## src/rtl/pipe_stage_skid_reg.sv

```systemverilog
// Pipeline stage register with valid/ready handshake, synchronous flush and an
// optional 2-entry skid buffer. Main entry M feeds the outputs; S catches a beat that arrives while M is stalled.
module pipe_stage_skid_reg #(
    parameter int                 PC_W      = 32,
    parameter int                 INSTR_W   = 32,
    parameter int                 TAG_W     = 4,
    parameter int                 SKID_EN   = 1,
    parameter logic [INSTR_W-1:0] NOP_INSTR = 32'h00000013
) (
    input  logic               clk,
    input  logic               reset_n,
    input  logic               flush,
    input  logic               in_valid,
    output logic               in_ready,
    input  logic [PC_W-1:0]    in_pc,
    input  logic [INSTR_W-1:0] in_instr,
    input  logic [TAG_W-1:0]   in_tag,
    output logic               out_valid,
    input  logic               out_ready,
    output logic [PC_W-1:0]    out_pc,
    output logic [INSTR_W-1:0] out_instr,
    output logic [TAG_W-1:0]   out_tag,
    output logic [1:0]         occupancy
);

    typedef struct packed {
        logic [PC_W-1:0]    pc;
        logic [INSTR_W-1:0] instr;
        logic [TAG_W-1:0]   tag;
    } beat_t;

    localparam beat_t EMPTY_BEAT = '{pc: '0, instr: NOP_INSTR, tag: '0};

    logic  m_valid, s_valid;
    logic  m_valid_n, s_valid_n;
    beat_t m_q, s_q, m_n, s_n;
    beat_t in_beat;
    logic  [1:0] occ_q, occ_n;
    logic  in_fire, out_fire;

    assign in_beat  = '{pc: in_pc, instr: in_instr, tag: in_tag};

    // Skid mode takes ready straight from a flop; plain mode lets a draining beat make room in the same cycle.
    assign in_ready = (SKID_EN != 0) ? ~s_valid : (~m_valid | out_ready);
    assign in_fire  = in_valid & in_ready;
    assign out_fire = m_valid & out_ready;

    always_comb begin
        // NOTE: every output of this block gets a default first, so no path leaves a latch behind.
        m_valid_n = m_valid;
        s_valid_n = s_valid;
        m_n       = m_q;
        s_n       = s_q;
        if (flush) begin
            m_valid_n = 1'b0;
            s_valid_n = 1'b0;
            m_n       = EMPTY_BEAT;
            s_n       = EMPTY_BEAT;
        end else if (out_fire) begin
            if (s_valid) begin
                m_n       = s_q;
                s_valid_n = 1'b0;
                s_n       = EMPTY_BEAT;
            end else if (in_fire) begin
                m_n = in_beat;
            end else begin
                m_valid_n = 1'b0;
                m_n       = EMPTY_BEAT;
            end
        end else if (in_fire) begin
            if (!m_valid) begin
                m_valid_n = 1'b1;
                m_n       = in_beat;
            end else if (SKID_EN != 0) begin
                s_valid_n = 1'b1;
                s_n       = in_beat;
            end
        end
        occ_n = {1'b0, m_valid_n} + {1'b0, s_valid_n};
    end

    // NOTE: payload registers are reset too, because an empty stage must present the NOP bubble.
    always_ff @(posedge clk or negedge reset_n) begin
        if (!reset_n) begin
            // NOTE: non-blocking assignments so every flop samples pre-edge values.
            m_valid <= 1'b0;
            s_valid <= 1'b0;
            m_q     <= EMPTY_BEAT;
            s_q     <= EMPTY_BEAT;
            occ_q   <= 2'd0;
        end else begin
            m_valid <= m_valid_n;
            s_valid <= s_valid_n;
            m_q     <= m_n;
            s_q     <= s_n;
            occ_q   <= occ_n;
        end
    end

    assign out_valid = m_valid;
    assign out_pc    = m_q.pc;
    assign out_instr = m_q.instr;
    assign out_tag   = m_q.tag;
    assign occupancy = occ_q;

endmodule
```

## config.mk

```make
export PLATFORM = sky130hd
export DESIGN_NAME = pipe_stage_skid_reg
export DESIGN_NICKNAME = d
export VERILOG_FILES = /design/src/rtl/pipe_stage_skid_reg.sv
export SDC_FILE = /design/constraint.sdc
export NUM_CORES = 1
export LEC_CHECK = 0
export CELL_PAD_IN_SITES_DETAIL_PLACEMENT = 0
export CELL_PAD_IN_SITES_GLOBAL_PLACEMENT = 2
export CORE_MARGIN = 2
export CORE_UTILIZATION = 31
export CTS_CLUSTER_DIAMETER = 80
export DETAILED_ROUTE_END_ITERATION = 10
export PLACE_DENSITY_LB_ADDON = 0.2
export SYNTH_ARGS = -nofsm -noshare
export SYNTH_HDL_FRONTEND = slang
export SYNTH_SLANG_ARGS = --single-unit
```

## constraint.sdc

```tcl
create_clock -name clk -period 1.6 [get_ports clk]
set_input_delay 0.4 -clock clk [delete_from_list [all_inputs] [get_ports clk]]
set_output_delay 0.4 -clock clk [all_outputs]
set_load 0.005 [all_outputs]
```

==> flow_metrics.py, run 1 <==
metrics = {
    "status": {
        "status": "finished, final reports clean",
    },
    "pwr": {
        "pwr-share-seq_pct": 41.2,
        "power_switching_w": 0.002115,
        "combPwrFrac_pct": 12.2,
        "switching_share_pct": 22.42,
        "power-per-cell-area_nw_per_um2": 1141,
        "p_total_w": 0.009431,
        "leakage_nw": 3.989,
        "power.internal_w": 0.007316,
        "share_of_total_power_in_the_clock_network_pct": 46.6,
        "max-vdd-ir-drop_v": 0.0007120,
    },
    "yosys": {
        "postSynthNetCount": 557,
        "seq_area_frac_synth_pct": 62.55,
        "post-synth-top-area-cell": "sky130_fd_sc_hd__dfrtp_1",
        "largest_cells_by_area_after_synthesis": "sky130_fd_sc_hd__dfrtp_1 (60%), sky130_fd_sc_hd__a22o_1 (10%), sky130_fd_sc_hd__a22oi_1 (8.7%)",
        "post_synth_most_frequent_cells": "sky130_fd_sc_hd__dfrtp_1 (134), sky130_fd_sc_hd__nand2_1 (66), sky130_fd_sc_hd__a22o_1 (65), sky130_fd_sc_hd__a22oi_1 (65), sky130_fd_sc_hd__o21ai_0 (63)",
        "synth_edf_count": 0,
        "mappedNetlistArea_um2": 5613,
        "async_set_reset_flop_share_out_of_synthesis_pct": 100.0,
        "synth_cells": 483,
        "synth.most_common_cell": "sky130_fd_sc_hd__dfrtp_1",
        "yosys_warnings": 0,
        "synth_top_area_share_pct": 59.74,
        "ys_dominant_reg_cell": "sky130_fd_sc_hd__dfrtp_1",
        "synth.lib_cells_used.distinct": 26,
        "post_synth.cell_area_avg_um2": 11.62,
        "yosys_register_bits": 140,
    },
    "place": {
        "detailedPlace.worstSlack_ps": -470.8,
        "place.detailed.hpwl_mm": 10.49,
        "placement.io_buffers": 144,
        "routabilityCongestion": 0.7512,
        "placedCellCount": 842,
    },
    "floorplanning": {
        "rows": 49,
        "coreArea_um2": 17840,
        "die_w_um": 138.6,
        "effective_utilization_at_floorplan_pct": 31.46,
        "die_h_um": 138.6,
        "ioPinCount": 145,
        "dieArea_um2": 19200,
    },
    "timing": {
        "layout_worst_path_cycle_share_pct": 98.65,
        "postLayoutSetupSlackWorst_ps": 21.66,
        "setup_viol": 0,
        "finClkSkew_ps": 5.435,
        "timing_worst_slew_pin_value_ps": 388.6,
        "holdWs_ps": 440.1,
        "timing.final.hold_violations": 0,
        "grt_setup_unrepaired": "yes",
        "timing.slew.headroom_pct": 74.09,
        "timing_max_transition_violations_final": 0,
        "final_period_minus_worst_setup_slack_ps": 1578,
        "fmax_ghz": 0.6336,
    },
    "global_route": {
        "grt_max_degree": 53,
        "groute.usage.overall_pct": 17.40,
        "grt_busiest_layer": "met2",
        "number_of_antenna_violations_at_the_first_check_in_global_routing": 0,
        "grt-ovfl-total": 0,
        "met3_usage_pct": 4.731,
        "gr_layer_usage_met1_pct": 23.31,
        "number_of_global_route_vias_before_repair": 4832,
        "grt_use_met2_pct": 27.41,
        "grt_first_pass_wirelength_mm": 26.58,
    },
    "route": {
        "dr.pass1.iters": 4,
        "route.vias.total": 4548,
        "wirelength_mm": 16.99,
        "vias_per_cell": 5.133,
        "remaining_drc_errors": 0,
        "wl_per_cell_um": 19.17,
        "postRouteAntennaNets": 0,
        "drt_iter0_markers": 286,
    },
    "finish": {
        "synthToLayoutAreaGrowth_pct": 47.28,
        "post_route_cells_drive_above_1_share_pct": 13.85,
        "final_util_pct": 46.34,
        "fillerInstances": 1670,
        "design.final.nets": 719,
        "final-instance-count-excl-fill": 886,
        "insertedDiodeCount": 0,
    },
    "clocking": {
        "numCtsBuffers": 17,
        "cts_htree_levels": 4,
        "clockBufferDepth": 2,
        "insertion_delay_ps": 410,
        "clk_pin_slew_ps": 60,
        "tritoncts": "built",
        "clock-root-buffer": "sky130_fd_sc_hd__clkbuf_16",
        "numClockSinks": 140,
    },
    "worst_setup_path": {
        "cp.required_ps": 1890,
        "timing.critical_path.to_type": "flop",
        "crit_start": "s_valid$_DFF_PN0_",
        "crit_path_max_fanout": 16,
        "startpoint_type": "flop",
        "arrival_ps": 1870,
        "reg2reg_from": "s_valid$_DFF_PN0_",
        "setup.worst_path.class": "reg -> reg",
    },
    "hold_path": {
        "kind_of_path_behind_the_tightest_hold_check": "in -> async",
    },
    "run": {
        "cap_violations": 0,
    },
}
==> per-layer routing <==
metal | part of all wire (%) | vias to the layer above | wire length, um
met4 | 1.1 | 0 | 193
met5 | 0 | - | 0
li1 | - | 2103 | -
met1 | 47 | 2299 | 7953
met2 | 47 | 131 | 7980
met3 | 5.1 | 15 | 862
==> metrics by stage <==
stage               setup TNS, ps  area (um^2)
floorplan                       0         5613
global placement           -49470         7500
detailed placement         -53420         7500
CTS                        -145.0         8148
global route                -1193         8267
finish                          0         8267
==> critical path: stages, from the launching register on <==
cell,delay [ps]
sky130_fd_sc_hd__dfrtp_2,410
sky130_fd_sc_hd__buf_6,120
sky130_fd_sc_hd__nand2b_4,180
sky130_fd_sc_hd__o21ai_4,170
sky130_fd_sc_hd__a21oi_4,130
sky130_fd_sc_hd__clkbuf_16,210
sky130_fd_sc_hd__a22o_1,240
==> cells in the final DEF (no fill, tap or decap), types with 2 or more instances in the layout <==
cell type / count
sky130_fd_sc_hd__dfrtp_1: 132
sky130_fd_sc_hd__clkdlybuf4s50_1: 70
sky130_fd_sc_hd__dlygate4sd2_1: 70
sky130_fd_sc_hd__nand2_1: 66
sky130_fd_sc_hd__a22oi_1: 65
sky130_fd_sc_hd__a22o_1: 65
sky130_fd_sc_hd__o21ai_0: 59
sky130_fd_sc_hd__clkbuf_16: 20
sky130_fd_sc_hd__buf_4: 18
sky130_fd_sc_hd__buf_12: 13
sky130_fd_sc_hd__a21oi_1: 8
sky130_fd_sc_hd__buf_6: 8
sky130_fd_sc_hd__o21ai_1: 7
sky130_fd_sc_hd__nor2_1: 6
sky130_fd_sc_hd__dfstp_2: 6
sky130_fd_sc_hd__inv_1: 5
sky130_fd_sc_hd__bufinv_16: 5
sky130_fd_sc_hd__clkbuf_8: 5
sky130_fd_sc_hd__o22ai_1: 3
sky130_fd_sc_hd__nor2b_1: 3
sky130_fd_sc_hd__clkbuf_1: 3
sky130_fd_sc_hd__dfrtp_2: 2
sky130_fd_sc_hd__buf_2: 2
==> logic make-up after synthesis <==
group | Yosys count | share of synthesized area [%]
buffers and inverters | 49 | 4.525
flip-flops | 140 | 62.55
AND/OR/NAND/NOR | 82 | 6.331
AO/OA/AOI/OAI | 211 | 26.37
adder cells (fa/ha/maj) | 1 | 0.2229
==> flip-flops by register name, summed over array words and instances, names as in the netlist <==
signal,cells
s_q,68
out_instr,32
out_pc,32
out_tag,4
occupancy,2
out_valid,1
s_valid,1
==> final timing paths <==
| kind | to | slack, ps | cells after the start |
|---|---|---|---|
| worst max-delay path | s_q[62]$_DFFE_PN0P_ | 20 | 6 |
| worst min register to register | s_q[8]$_DFFE_PN1P_ | 460 | 2 |
| worst max register to register | s_q[62]$_DFFE_PN0P_ | 20 | 6 |
| max in group asynchronous | out_valid$_DFF_PN0_ | 560 | 3 |
| min in group clk | s_q[8]$_DFFE_PN1P_ | 460 | 2 |
| worst min-delay path | s_q[12]$_DFFE_PN0P_ | 440 | 2 |
==> power groups by stage <==
stage	clock network, W	registers [W]	logic, W
final	0.00439	0.00388	0.00115
after global placement	0	0.00395	0.00122
after global routing	0.00467	0.00391	0.00127
after detailed placement	0	0.00395	0.00123
after floorplan	0	0.00394	0.000376
after CTS	0.00447	0.00388	0.00115
==> cell type report <==
cell class / count / area, um^2 / share of cell area, %
clock buffer: 25 / 505.5 / 6.115
clock inverter: 6 / 155.1 / 1.877
inverter: 5 / 18.77 / 0.2270
multi-input combinational: 294 / 1873 / 22.66
sequential: 140 / 3513 / 42.50
tap: 229 / 286.5 / 3.466
timing repair buffer: 187 / 1914 / 23.16
==> what timing repair did <==
action                     4_1_cts  5_1_grt
pin swaps                        0        5
hold buffers                     1        0
setup endpoints to repair       74      108
hold endpoints to repair        19        0
cloned                           0        4
setup buffers                    6        2
resized for setup               83       16
Note: power is estimated with default switching activity, not from simulation.
==> run 2, diff against run 1 <==
--- a/config.mk
+++ b/config.mk
@@ -9,7 +9,7 @@
 export CELL_PAD_IN_SITES_GLOBAL_PLACEMENT = 2
 export CORE_MARGIN = 2
 export CORE_UTILIZATION = 31
-export CTS_CLUSTER_DIAMETER = 80
+export CTS_CLUSTER_DIAMETER = 30
 export DETAILED_ROUTE_END_ITERATION = 10
 export PLACE_DENSITY_LB_ADDON = 0.2
 export SYNTH_ARGS = -nofsm -noshare
==> results of run 2 <==
Final layout, timing and power as in run 1 (identical DEF).
==> run 3, diff against run 2 <==
--- a/config.mk
+++ b/config.mk
@@ -5,10 +5,10 @@
 export SDC_FILE = /design/constraint.sdc
 export NUM_CORES = 1
 export LEC_CHECK = 0
-export CELL_PAD_IN_SITES_DETAIL_PLACEMENT = 0
-export CELL_PAD_IN_SITES_GLOBAL_PLACEMENT = 2
+export CELL_PAD_IN_SITES_DETAIL_PLACEMENT = 1
+export CELL_PAD_IN_SITES_GLOBAL_PLACEMENT = 1
 export CORE_MARGIN = 2
-export CORE_UTILIZATION = 31
+export CORE_UTILIZATION = 38
 export CTS_CLUSTER_DIAMETER = 30
 export DETAILED_ROUTE_END_ITERATION = 10
 export PLACE_DENSITY_LB_ADDON = 0.2
==> run 3 against run 2 <==
  * The flow now finishes with violations (setup timing)
  * Combinational power about the same
  * Worst setup slack got worse by 71 ps
  * Flip-flop and latch count is the same
  * Non-clock buffer count shrank 7
==> flow_metrics.py, run 3 (synthesis results as in run 1) <==
metrics = {
    "finish": {
        "leading_cell_type_in_the_layout_fill_and_taps_excluded": "sky130_fd_sc_hd__dfrtp_1",
        "final_util_pct": 55.21,
        "fillerInstances": 1535,
        "most-common-layout-cells": "sky130_fd_sc_hd__dfrtp_1 (132), sky130_fd_sc_hd__clkdlybuf4s50_1 (71), sky130_fd_sc_hd__dlygate4sd2_1 (69), sky130_fd_sc_hd__nand2_1 (66)",
        "insertedDiodeCount": 0,
        "sequential_cell_area_um2": 3513,
        "registers.top_by_ff_count": "s_q",
        "post_route_cells_drive_above_1_share_pct": 12.14,
        "synthToLayoutAreaGrowth_pct": 42.42,
        "multi_input_area_um2": 1872,
        "design.final.nets": 712,
        "largest_register_ff_count": 68,
        "final-instance-count-excl-fill": 835,
        "layout.cell_area.non_filler_um2": 7994,
    },
    "pwr": {
        "max-vdd-ir-drop_v": 0.0007363,
        "leakage_nw": 3.870,
        "power-per-cell-area_nw_per_um2": 1079,
    },
    "clocking": {
        "numClockSinks": 140,
        "clk_pin_slew_ps": 50,
        "clock-root-buffer": "sky130_fd_sc_hd__clkbuf_16",
        "cts_htree_levels": 4,
        "numCtsBuffers": 17,
        "tritoncts": "built",
        "insertion_delay_ps": 410,
        "clockBufferDepth": 2,
    },
    "route": {
        "vias_per_cell": 5.537,
        "wl_per_cell_um": 19.74,
        "drt_iter0_markers": 377,
        "postRouteAntennaNets": 0,
        "remaining_drc_errors": 0,
        "wirelength_mm": 16.49,
        "dr.pass1.iters": 7,
        "route.vias.total": 4623,
    },
    "global_route": {
        "grt_first_pass_wirelength_mm": 26.77,
        "grt-ovfl-total": 0,
        "grt_busiest_layer": "met2",
        "grt_use_met2_pct": 35.64,
        "met3_usage_pct": 4.964,
        "gr_layer_usage_met1_pct": 27.80,
        "grt_max_degree": 87,
        "number_of_global_route_vias_before_repair": 4896,
        "number_of_antenna_violations_at_the_first_check_in_global_routing": 0,
        "groute.usage.overall_pct": 21.54,
    },
    "timing": {
        "postLayoutSetupSlackWorst_ps": -49.20,
        "timing.final.hold_violations": 0,
        "fmax_ghz": 0.6064,
        "final_period_minus_worst_setup_slack_ps": 1649,
        "timing_max_transition_violations_final": 0,
        "layout_worst_path_cycle_share_pct": 103.1,
        "setup_viol": 30,
        "timing_worst_slew_pin_value_ps": 477.4,
        "timing.slew.headroom_pct": 68.17,
        "finClkSkew_ps": 5.901,
        "grt_setup_unrepaired": "yes",
    },
    "status": {
        "violated_checks": "setup timing",
        "status": "finished with violations",
    },
    "hold_path": {
        "kind_of_path_behind_the_tightest_hold_check": "reg -> reg",
    },
    "worst_setup_path": {
        "cp.required_ps": 1950,
        "timing.critical_path.to_type": "flop",
        "crit_path_max_fanout": 9,
        "arrival_ps": 1990,
        "startpoint_type": "flop",
        "setup.worst_path.class": "reg -> reg",
    },
    "floorplanning": {
        "effective_utilization_at_floorplan_pct": 38.77,
        "coreArea_um2": 14480,
        "rows": 44,
        "die_h_um": 125.5,
        "ioPinCount": 145,
        "die_w_um": 125.5,
        "dieArea_um2": 15760,
    },
    "run": {
        "cap_violations": 0,
    },
    "place": {
        "placement.io_buffers": 144,
        "place.detailed.hpwl_mm": 10.50,
        "placedCellCount": 789,
        "detailed_place.area_um2": 7383,
        "routabilityCongestion": 0.7469,
    },
}
-- run 3: layer usage --
metal	share of wire, %	vias to the layer above
li1	-	2089
met1	42	2377
met2	51	132
met3	4.5	25
met4	2.1	0
met5	0	-
-- run 3: layout make-up --
type                    instances  share of cell area, %
multi-input cells             294                  23.42
repair buffers                180                  22.90
flip-flops and latches        140                  43.95
inverters                       5                 0.2348
well taps                     184                  2.880
clock inverters                 2                 0.4383
clock buffers                  30                  6.182
-- run 3: per-stage QoR --
step / hold WS (ps) / setup slack [ps] / total power (W) / setup TNS (ps)
finish: 462.2 / -49.20 / 0.008622 / -620.8
floorplan: 104.4 / 92.74 / 0.004317 / 0
CTS: 466.6 / -20.39 / 0.008730 / -45.07
global route: 483.4 / -83.13 / 0.008996 / -3159
detailed placement: 406.5 / -382.8 / 0.005171 / -43860
global placement: 402.6 / -325.0 / 0.005129 / -39540
-- run 3: final timing paths --
check | from | end | slack (ps) | cells past startpoint
setup / recovery | s_valid$_DFF_PN0_ | s_q[58]$_DFFE_PN0P_ | -50 | 6
min in group asynchronous | reset_n | out_instr[6]$_DFFE_PN0P_ | 530 | 3
max in group asynchronous | reset_n | s_valid$_DFF_PN0_ | 610 | 3
hold / removal | s_q[4]$_DFFE_PN1P_ | s_q[4]$_DFFE_PN1P_ | 460 | 2
hold reg to reg | s_q[4]$_DFFE_PN1P_ | s_q[4]$_DFFE_PN1P_ | 460 | 2
setup reg to reg | s_valid$_DFF_PN0_ | s_q[58]$_DFFE_PN0P_ | -50 | 6
-- run 3: power breakdown --
| group | internal, W | leakage, nW | switching, W |
|---|---|---|---|
| clock | 0.00222 | 0.255 | 0.00138 |
| sequential | 0.00376 | 1.86 | 0.000122 |
| combinational | 0.000580 | 1.75 | 0.000556 |
| total | 0.00656 | 3.87 | 0.00206 |
-- run 3: critical path, cell delays in order, from the launching register on --
cell and delay (ps):
sky130_fd_sc_hd__dfrtp_2 410, sky130_fd_sc_hd__buf_6 130, sky130_fd_sc_hd__nand2b_4 180, sky130_fd_sc_hd__nor4b_4 330, sky130_fd_sc_hd__buf_6 220, sky130_fd_sc_hd__clkbuf_16 170, sky130_fd_sc_hd__a22o_1 130
-- run 3: repair_timing --
item,in CTS,in global routing
hold buffers,1,0
setup endpoints to repair,72,106
resized for setup,81,8
gates cloned,0,2
pin swaps,0,5
hold endpoints to repair,54,0
buffers inserted,9,2
